## config.mk

```make
export PLATFORM = sky130hd
export DESIGN_NAME = serial_mag_compare
export DESIGN_NICKNAME = d
export VERILOG_FILES = /design/src/rtl/serial_mag_compare.sv
export SDC_FILE = /design/constraint.sdc
export NUM_CORES = 1
export LEC_CHECK = 0
export ABC_AREA = 0
export BUFFER_PORTS_ARGS = -buffer_cell sky130_fd_sc_hd__buf_2
export CORE_UTILIZATION = 48
export CTS_CLUSTER_SIZE = 8
export DETAILED_ROUTE_END_ITERATION = 10
export GPL_TIMING_DRIVEN = 1
export PLACE_DENSITY_LB_ADDON = 0.2
export RECOVER_POWER = 100
export SETUP_SLACK_MARGIN = 0.3
export SYNTH_ARGS = -nofsm -noshare
export SYNTH_HDL_FRONTEND = slang
export SYNTH_SLANG_ARGS = --single-unit
```

## constraint.sdc

```tcl
create_clock -name clk -period 1.5 [get_ports clk]
set_input_delay 0.075 -clock clk [delete_from_list [all_inputs] [get_ports clk]]
set_output_delay 0.075 -clock clk [all_outputs]
set_load 0.01 [all_outputs]
```

## src/rtl/serial_mag_compare.sv

```systemverilog
// Bit-serial MSB-first unsigned comparator; result one-hot on C/D/E with done pulse in cycle WIDTH+1.
// start is ignored while busy; define SERIAL_CMP_EARLY_EXIT_EN to finish on the first differing bit.
module serial_mag_compare #(
    parameter int WIDTH = 8
) (
    input  logic             clk,
    input  logic             rst,
    input  logic             start,
    input  logic [WIDTH-1:0] A,
    input  logic [WIDTH-1:0] B,
    output logic             busy,
    output logic             done,
    output logic             C,
    output logic             D,
    output logic             E
);
    localparam int CW = $clog2(WIDTH);
    localparam logic [CW-1:0] CNT_INIT = CW'(WIDTH - 1);

    typedef enum logic [1:0] {IDLE, RUN, DONE} state_t;

    state_t           state, state_nxt;
    logic [WIDTH-1:0] sa, sb;
    logic [CW-1:0]    cnt;
    logic             decided, res_gt, res_lt;
    logic             gt_bit, eq_bit, lt_bit;
    logic             nxt_gt, nxt_lt;

    assign gt_bit = sa[WIDTH-1] & ~sb[WIDTH-1];
    assign eq_bit = ~(sa[WIDTH-1] ^ sb[WIDTH-1]);
    assign lt_bit = ~sa[WIDTH-1] & sb[WIDTH-1];

    // Only the first differing bit decides; later bits pass through unused.
    assign nxt_gt = decided ? res_gt : gt_bit;
    assign nxt_lt = decided ? res_lt : lt_bit;

    assign busy = (state != IDLE);
    assign done = (state == DONE);

    always_ff @(posedge clk) begin
        if (rst) state <= IDLE;
        else     state <= state_nxt;
    end

    always_comb begin
        state_nxt = state;
        case (state)
            IDLE: if (start) state_nxt = RUN;
            RUN: begin
                if (cnt == '0) state_nxt = DONE;
`ifdef SERIAL_CMP_EARLY_EXIT_EN
                if (!decided && !eq_bit) state_nxt = DONE;
`endif
            end
            DONE:    state_nxt = IDLE;
            default: state_nxt = IDLE;
        endcase
    end

    always_ff @(posedge clk) begin
        if (rst) begin
            sa      <= '0;
            sb      <= '0;
            cnt     <= '0;
            decided <= 1'b0;
            res_gt  <= 1'b0;
            res_lt  <= 1'b0;
            C       <= 1'b0;
            D       <= 1'b0;
            E       <= 1'b0;
        end else begin
            case (state)
                IDLE: if (start) begin
                    sa      <= A;
                    sb      <= B;
                    cnt     <= CNT_INIT;
                    decided <= 1'b0;
                    res_gt  <= 1'b0;
                    res_lt  <= 1'b0;
                    C       <= 1'b0;
                    D       <= 1'b0;
                    E       <= 1'b0;
                end
                RUN: begin
                    sa      <= sa << 1;
                    sb      <= sb << 1;
                    cnt     <= cnt - 1'b1;
                    decided <= decided | ~eq_bit;
                    res_gt  <= nxt_gt;
                    res_lt  <= nxt_lt;
                    // Publish the result as DONE is entered so it is valid with done.
                    if (state_nxt == DONE) begin
                        C <= nxt_gt;
                        D <= ~(nxt_gt | nxt_lt);
                        E <= nxt_lt;
                    end
                end
                default: ;
            endcase
        end
    end
endmodule
```

Word level (Yosys, flattened, before mapping):

Cells that the tools add are included.

* bitwise operators: 8
* $add $sub $neg: 1
* eq/ne operators: 5
* reductions and logical operators: 6
* muxes and demuxes: 21

Operators with widths (count)
* 8-bit case mux with 2 select lines: 2
* 8-bit 2-to-1 mux: 2
* 1-bit case mux with 2 select lines: 6
* 1-bit 2-to-1 mux: 6
* 3-bit case mux with 2 select lines: 1
* 2-bit == test (second input constant): 2
* 2-bit 2-to-1 mux: 2
* 2-bit != test (second input constant): 2
* 2-bit case mux with 2 select lines: 1
* 2-bit nonzero test: 2
* 3-bit logical NOT: 1
* 3-bit 2-to-1 mux: 1
* 1-bit NOT: 3
* 3-bit AND reduction: 1
* 3-bit by 1-bit subtractor with 3-bit output (second input constant): 1
* 1-bit bitwise AND: 2
* 2-bit by 1-bit == test with 1-bit output (second input constant): 1
* 2-bit logical NOT: 1
* 1-bit bitwise OR: 2
* 2-bit AND reduction: 1
* 1-bit bitwise XOR: 1

* logic and storage cells: 51
* bits in registers: 27
* input bits: 19
* output and inout port bits: 5

Longest topological paths before layout:

Gate-level depths: netlist of run 1.

* depth in word-level cells: 7
* depth in mapped cells: 6
* mapped depth without buffers: 6

Least setup slack after synthesis of run 1:

Ideal clock, no wire load.

* kind: register -> register
* start: register sa[7]
* end: register D
* cell stages (with the launch flop): 6
* clock period less this slack: 1433 ps
* required time: 1431 ps
* path buffers: 0
* library setup time: 69 ps
* slack: 67 ps
* arrival time: 1364 ps
* cell sequence: dfxtp_1 > inv_1 > ha_1 > mux2_4 > or4_1 > o21ai_1

* word-level cells in the longest chain between the ends: 7
* elaborated cells on any way between the ends: 9
* those cells by class: mux (4); bitwise (5)

RTL lines
* start: declaration: line 23 `logic [WIDTH-1:0] sa, sb;`
* start signal: assignment: line 85 `sa <= sa << 1;`
* 1-bit NOT: line 31 `assign lt_bit = ~sa[WIDTH-1] & sb[WIDTH-1];`
* 1-bit bitwise AND: line 31
* 1-bit 2-to-1 mux: line 35 `assign nxt_lt = decided ? res_lt : lt_bit;`
* 1-bit bitwise OR (*): line 94 `D <= ~(nxt_gt | nxt_lt);`
* 1-bit NOT (*): line 94
* 1-bit 2-to-1 mux (*): line 92 `if (state_nxt == DONE) begin`
* 1-bit case mux with 2 select lines (*): line 72 `case (state)`
* end signal: assignment: line 94
* end: declaration: line 14 `output logic D,`

Every way passes the cells marked *; elsewhere a longest branch is shown, timed or not. The select of a mux whose other input is x is not followed.
A chain may end at the register's enable or synchronous reset.

Worst setup path after layout of run 1:

Ends and elaborated chain as after synthesis.

==> summary.md, run 1 <==
| Metric | Value |
|---|---|
| Status | `complete, no violations` |
| Mapped Area | `0.00124 mm2` |
| Antenna violations before repair | `0` |
| Worst Tran Pin Value | `slightly below 0.4 ns` |
| Clock root cell | `clkbuf_4` |
| Fin. Hold Viols | `0` |
| Initial core utilization | `50.4%` |
| Clock Sinks | `27` |
| WP data required | `1.77 ns` |
| Post-Place Setup Slack | `between 0.06 and 0.07 ns` |
| Final #Nets | `a little under 200` |
| Vias | `approximately 1200` |
| FILL cells | `around 230` |
| Num rows | `18` |
| CP Capture Type | `register` |
| Tcrit/Tclk final | `between 90% and 100%` |
| Power Density | `between 1000 and 1500 mW/mm2` |
| GRT Total Usage | `a little under a quarter` |
| Area growth syn-to-layout | `28.0%` |
| Dpl cells | `about 190` |
| CTS tree | `yes` |
| Drt initial violations | `21` |
| Drt drc | `0` |
| Final std cells w/o fill | `204` |
| Multi-input gate area | `about 700 um2` |
| Hpwl dp | `1.79 mm` |
| Largest net degree at the start of global routing | `25` |
| Skew-Pair Late Insertion Delay | `between 0.3 and 0.4 ns` |
| Antenna Cells | `0` |
| Die Y | `52.8 um` |
| Fin crit period | `about 1.5 ns` |
| Overall Power | `~1.6 mW` |
| Internal power | `roughly 1.1 mW` |
| Mean routed wirelength per cell | `~15 um` |
| H-tree depth | `1` |
| Commonest non-fill, non-tap cells in the layout | `nor2_1, dfxtp_1, buf_2` |
| Share of layout cells above drive strength 1 | `32.2%` |
| Longest Clk Path Bufs | `2` |
| Setup WS post-layout | `~0.04 ns` |
| Largest fanout on the critical path | `2` |
| Startpoint Class | `register` |
| Worst Clk Skew | `0.00689 ns` |
| P_leak | `roughly 0.64 nW` |
| Syn_area_per_cell | `~8.8 um2` |
| CP Class | `reg2reg` |
| Number of setup violations in the final report | `0` |
| Synth warn | `0` |
| # IOs | `24` |
| Clk pwr share | `19.3%` |
| Synth Net Count | `around 160` |
| Logic pwr share | `about 29%` |
| Post-synthesis sequential area ratio | `between 40% and 50%` |
| FF/Latch Area | `approximately 540 um2` |
| Slew headroom | `73.8%` |
| Number of global-route vias before repair | `between 1000 and 1500` |
| Cells after Synth | `140` |
| Routability congestion estimate from global placement | `~0.79` |
| Flop-to-flop setup slack | `around 0.039 ns` |
| CTS clock-pin slew for the worst setup and hold paths | `~0.14 ns` |
| Reg2reg path depth | `5` |
| First-pass GRT wire length | `about 4.7 mm` |
| Max-Cap Viols | `0` |
| Flop and latch count out of synthesis | `27` |
| DIE AREA | `0.00278 mm2` |
| Hold path cells | `3` |
| Net Switching | `around 0.48 mW` |
| Post-detailed-routing wire length | `3.06 mm` |
| Hold Slack | `about 0.11 ns` |
| Die width | `~53 um` |
| Unrepaired setup endpoints after global routing | `true` |
| Slew Limit Fails | `0` |
| Worst Path Arrival | `1.73 ns` |
| TritonRoute pass-1 iters | `4` |
| Remaining Overflow, GRT | `0` |
| Most common cell after layout, fill and taps aside | `nor2_1` |
| Maximum vdd drop | `~0.00083 V` |
| Port Buffers | `23` |
| Switching share of power | `30.1%` |
| Yosys cell types | `29` |
| ANT nets after route | `0` |
| Seq pwr share | `between 50 and 60%` |
| DR vias/cell | `5.70` |
| TritonCTS Buffers | `3` |
| Core Region | `roughly 0.0025 mm2` |
| Fmax | `just under 0.7 GHz` |
| Worst hold path class | `in2reg` |
## sequential cells by signal, indices dropped and copies added, names as in the netlist
signal / count
res_gt: 1
res_lt: 1
D: 1
state: 2
E: 1
sb: 8
C: 1
cnt: 3
sa: 8
decided: 1
## per-stage QoR
stage | cell area [um2] | util (%) | TNS (ns)
after global routing | 1580 | 64.5 | -0.0280
after CTS | 1540 | 62.9 | 0
final | 1580 | 64.5 | 0
after floorplan | 1250 | - | 0
after global placement | 1390 | 56.6 | 0
after detailed placement | 1390 | 56.6 | 0
## Yosys cell counts, drive strengths merged
| cell | number | area, um2 |
|---|---|---|
| a211oi | 12 | 90.1 |
| a21oi | 3 | 15.0 |
| a221oi | 4 | 35.0 |
| a22oi | 4 | 30.0 |
| and2b | 1 | 10.0 |
| buf | 4 | 22.5 |
| clkbuf | 7 | 26.3 |
| dfxtp | 27 | 541 |
| ha | 4 | 50.1 |
| inv | 8 | 30.0 |
| mux2 | 3 | 37.5 |
| mux2i | 1 | 10.0 |
| nand2 | 2 | 7.51 |
| nand2b | 1 | 6.26 |
| nand4 | 2 | 12.5 |
| nor2 | 30 | 113 |
| nor2b | 1 | 6.26 |
| nor3 | 1 | 5.00 |
| nor3b | 2 | 15.0 |
| o21ai | 6 | 30.0 |
| o21ba | 1 | 10.0 |
| o21bai | 1 | 11.3 |
| o22ai | 3 | 18.8 |
| o2bb2ai | 11 | 96.3 |
| or4 | 1 | 7.51 |
## layout make-up
cell class                 count  share of cell area (%)
timing repair buffer          40                    15.6
inverter                       8                    2.37
sequential                    27                    34.4
multi-input combinational     95                    43.6
tap                           30                    2.37
clock buffer                   4                    1.66
## cells by family (layout without fill, tap and decap cells)
logic type	count (synthesis)	after routing	synth area share [%]
compound gates	45	46	27.2
fa+ha+maj	4	4	4.05
buf+inv	19	52	6.38
flops	27	27	43.7
mux	4	4	3.85
simple gates	41	41	14.8
## path summary, 6_finish.rpt
check,startpoint,end
worst max-delay path,sa[7]$_SDFFE_PP0P_,D$_SDFFE_PP0P_
worst min register to register,C$_SDFFE_PP0P_,C$_SDFFE_PP0P_
worst min-delay path,A[5],sa[5]$_SDFFE_PP0P_
worst max register to register,sa[7]$_SDFFE_PP0P_,D$_SDFFE_PP0P_
## routing by layer
metal	routed length (um)	global-route usage, %
met1	1320	27.5
met2	1570	39.5
met5	0	0
met4	29	13.2
met3	142	4.93
## worst max-delay path, stage by stage, from the launching register on
cell and delay (ns):
dfxtp_2 0.37, inv_2 0.04, ha_2 0.17, mux2_4 0.28, or4_4 0.42, o21ai_2 0.14
## what timing repair did
action | CTS | global route
buffers inserted | 7 | 3
hold buffers | 3 | 0
hold endpoints to repair | 4 | 0
resized for setup | 15 | 17
setup endpoints to repair | 24 | 21
gates cloned | 0 | 1
pin swaps | 4 | 6
## power by group through the flow
stage | sequential [mW] | combinational [mW] | clock [mW]
floorplan | 0.839 | 0.263 | 0
global placement | 0.844 | 0.342 | 0
detailed placement | 0.848 | 0.357 | 0
CTS | 0.833 | 0.420 | 0.319
global route | 0.842 | 0.502 | 0.350
finish | 0.835 | 0.458 | 0.309
Note: power is estimated with default switching activity, not from simulation.
==> inputs of run 2 (changes only) <==
--- a/config.mk
+++ b/config.mk
@@ -7,7 +7,7 @@
 export LEC_CHECK = 0
 export ABC_AREA = 0
 export BUFFER_PORTS_ARGS = -buffer_cell sky130_fd_sc_hd__buf_2
-export CORE_UTILIZATION = 48
+export CORE_UTILIZATION = 53
 export CTS_CLUSTER_SIZE = 8
 export DETAILED_ROUTE_END_ITERATION = 10
 export GPL_TIMING_DRIVEN = 1
==> constraint.sdc (replaced) <==
create_clock -name clk -period 1.4 [get_ports clk]
set_input_delay 0.07 -clock clk [delete_from_list [all_inputs] [get_ports clk]]
set_output_delay 0.07 -clock clk [all_outputs]
set_load 0.01 [all_outputs]
==> run 2 against run 1 <==
  * Fmax decreased by 0.49%
  * Clock skew increased by 0.00065 ns
  * Setup slack got worse by 0.11 ns
  * Count of clock-buffer cells in the layout decreased by 1
  * Global-route usage increased by 3.5 points
  * Cell count increased by 2.0%
  * Power increased by 28%
  * Sequential cell count unchanged
  * Clock power increased by 18%
  * The run now ends with negative setup slack left
  * Via count increased by 11%
  * Core utilization increased by 25 points
  * Critical path depth unchanged
  * Largest cell class unchanged
==> summary.md, run 2 (synthesis results as in run 1) <==
| Metric | Value |
|---|---|
| Final std cells w/o fill | `roughly 210` |
| Logic pwr share | `36.8%` |
| Core Region | `around 0.0022 mm2` |
| P_leak | `0.763 nW` |
| Net Switching | `between 0.7 and 0.8 mW` |
| Hpwl dp | `1.90 mm` |
| Setup WS post-layout | `-0.0677 ns` |
| Fin. Hold Viols | `0` |
| Startpoint Class | `register` |
| TritonRoute pass-1 iters | `4` |
| Power Density | `1030 mW/mm2` |
| Number of setup violations in the final report | `1` |
| Worst Clk Skew | `0.00754 ns` |
| Max-Cap Viols | `0` |
| Setup TNS | `-0.0677 ns` |
| DR vias/cell | `roughly 6.2` |
| Maximum vdd drop | `~0.00098 V` |
| Die Y | `50.3 um` |
| Status | `complete, but fails checks` |
| Switching share of power | `about a third` |
| Overall Power | `2.05 mW` |
| Slew headroom | `around 62%` |
| Core Util, Final | `89.9%` |
| Fmax | `roughly 0.7 GHz` |
| Port Buffers | `23` |
| Clock root cell | `clkbuf_4` |
| Seq pwr share | `45.4%` |
| Share of layout cells above drive strength 1 | `between 50% and 60%` |
| Routability congestion estimate from global placement | `0.842` |
| Number of global-route vias before repair | `approximately 1200` |
| CP peak stage delay | `0.42 ns` |
| Failing checks | `negative setup slack` |
| DIE AREA | `between 0.002 and 0.003 mm2` |
| Internal power | `1.34 mW` |
| Area growth syn-to-layout | `60.8%` |
| Antenna Cells | `0` |
| WP data required | `roughly 1.7 ns` |
| Drt drc | `0` |
| Longest Clk Path Bufs | `2` |
| Slowest stage cell, crit path | `or4_4` |
| DP Area | `between 0.001 and 0.0015 mm2` |
| # IOs | `24` |
| CTS clock-pin slew for the worst setup and hold paths | `around 0.16 ns` |
| ANT nets after route | `0` |
| Tcrit/Tclk final | `105%` |
| Dpl cells | `~190` |
| Largest net degree at the start of global routing | `20` |
| Worst hold path class | `in2reg` |
| Drt initial violations | `32` |
| Hold Slack | `~0.056 ns` |
| Clk pwr share | `about 18%` |
| Biggest regs | `sa (8), sb (8), cnt (3)` |
| Num rows | `17` |
| CP Class | `reg2reg` |
| GRT Total Usage | `roughly 27%` |
| Slew Limit Fails | `0` |
| CP Capture Type | `register` |
| Worst Tran Pin Value | `0.575 ns` |
| First-pass GRT wire length | `about 5.2 mm` |
| Vias | `roughly 1300` |
| Cell area after layout | `approximately 0.0020 mm2` |
| Fin crit period | `1.47 ns` |
| Largest fanout on the critical path | `2` |
| Final #Nets | `just over 200` |
| Clock Sinks | `27` |
| TritonCTS Buffers | `3` |
| Unrepaired setup endpoints after global routing | `true` |
| Remaining Overflow, GRT | `0` |
| Post-detailed-routing wire length | `about 4.3 mm` |
| Mean routed wirelength per cell | `20.9 um` |
| Antenna violations before repair | `0` |
| H-tree depth | `1` |
| CTS tree | `yes` |
| Die width | `between 50 and 60 um` |
| Worst Path Arrival | `between 1.5 and 2 ns` |
| Skew-Pair Late Insertion Delay | `around 0.35 ns` |
| Post-Place Setup Slack | `-0.0375 ns` |
| Initial core utilization | `55.9%` |
| Most common cell after layout, fill and taps aside | `dfxtp_1` |
| Cell Chain, Critical Path | `inv_2 -> ha_4 -> mux2_4 -> or4_4 -> o21ai_1` |
| Commonest non-fill, non-tap cells in the layout | `dfxtp_1, buf_2, nor2_1` |
## run 2: changes by cell type in the layout (fill, tap and decap cells not counted), moves of 6 or more
cell       change
o2bb2ai_1      -8
o2bb2ai_2      +7
nor2_1        -13
nor2_4         +7
nor2_2         +6
## run 2: repair_timing
action / 4_1_cts / 5_1_grt
gates resized for setup: 32 / 70
cloned: 2 / 1
endpoints found under the setup margin: 26 / 26
setup buffers: 7 / 7
pin swaps: 13 / 25
hold endpoints to repair: 1 / 0
hold buffers: 1 / 0
## run 2: worst paths after layout
check / cells after the start / endpoint / start / slack [ns]
worst max register to register: 5 / D$_SDFFE_PP0P_ / sa[7]$_SDFFE_PP0P_ / -0.07
worst max-delay path: 5 / D$_SDFFE_PP0P_ / sa[7]$_SDFFE_PP0P_ / -0.07
worst min-delay path: 3 / sa[0]$_SDFFE_PP0P_ / A[0] / 0.06
worst min register to register: 2 / E$_SDFFE_PP0P_ / E$_SDFFE_PP0P_ / 0.48
## run 2: final cells by class
| class | count | area [um2] |
|---|---|---|
| clock buffers | 3 | 22.5 |
| clock inverters | 1 | 5.00 |
| fillers | 93 | 224 |
| inverters | 8 | 55.1 |
| multi-input cells | 96 | 972 |
| flip-flops and latches | 27 | 551 |
| well taps | 28 | 35.0 |
| repair buffers | 45 | 348 |
## run 2: critical path: cells and delay by family, from the launching register on
family	cells	cell delay [ns]
flip-flops	1	0.38
AND/OR/NAND/NOR	1	0.42
multiplexers	1	0.29
adder cells (fa/ha/maj)	1	0.15
buffers and inverters	1	0.06
AO/OA/AOI/OAI	1	0.12
## run 2: layer usage
metal	global-route usage [%]	wire length, um
met2	46.9	2170
met4	12.0	119
met5	0	0
met1	33.3	1790
met3	3.33	262
## run 2: power by group through the flow
stage,clock [mW],combinational [mW],sequential (mW)
floorplan,0,0.287,0.899
detailed placement,0,0.391,0.912
finish,0.366,0.754,0.931
global placement,0,0.373,0.909
CTS,0.347,0.517,0.903
global route,0.394,0.797,0.938
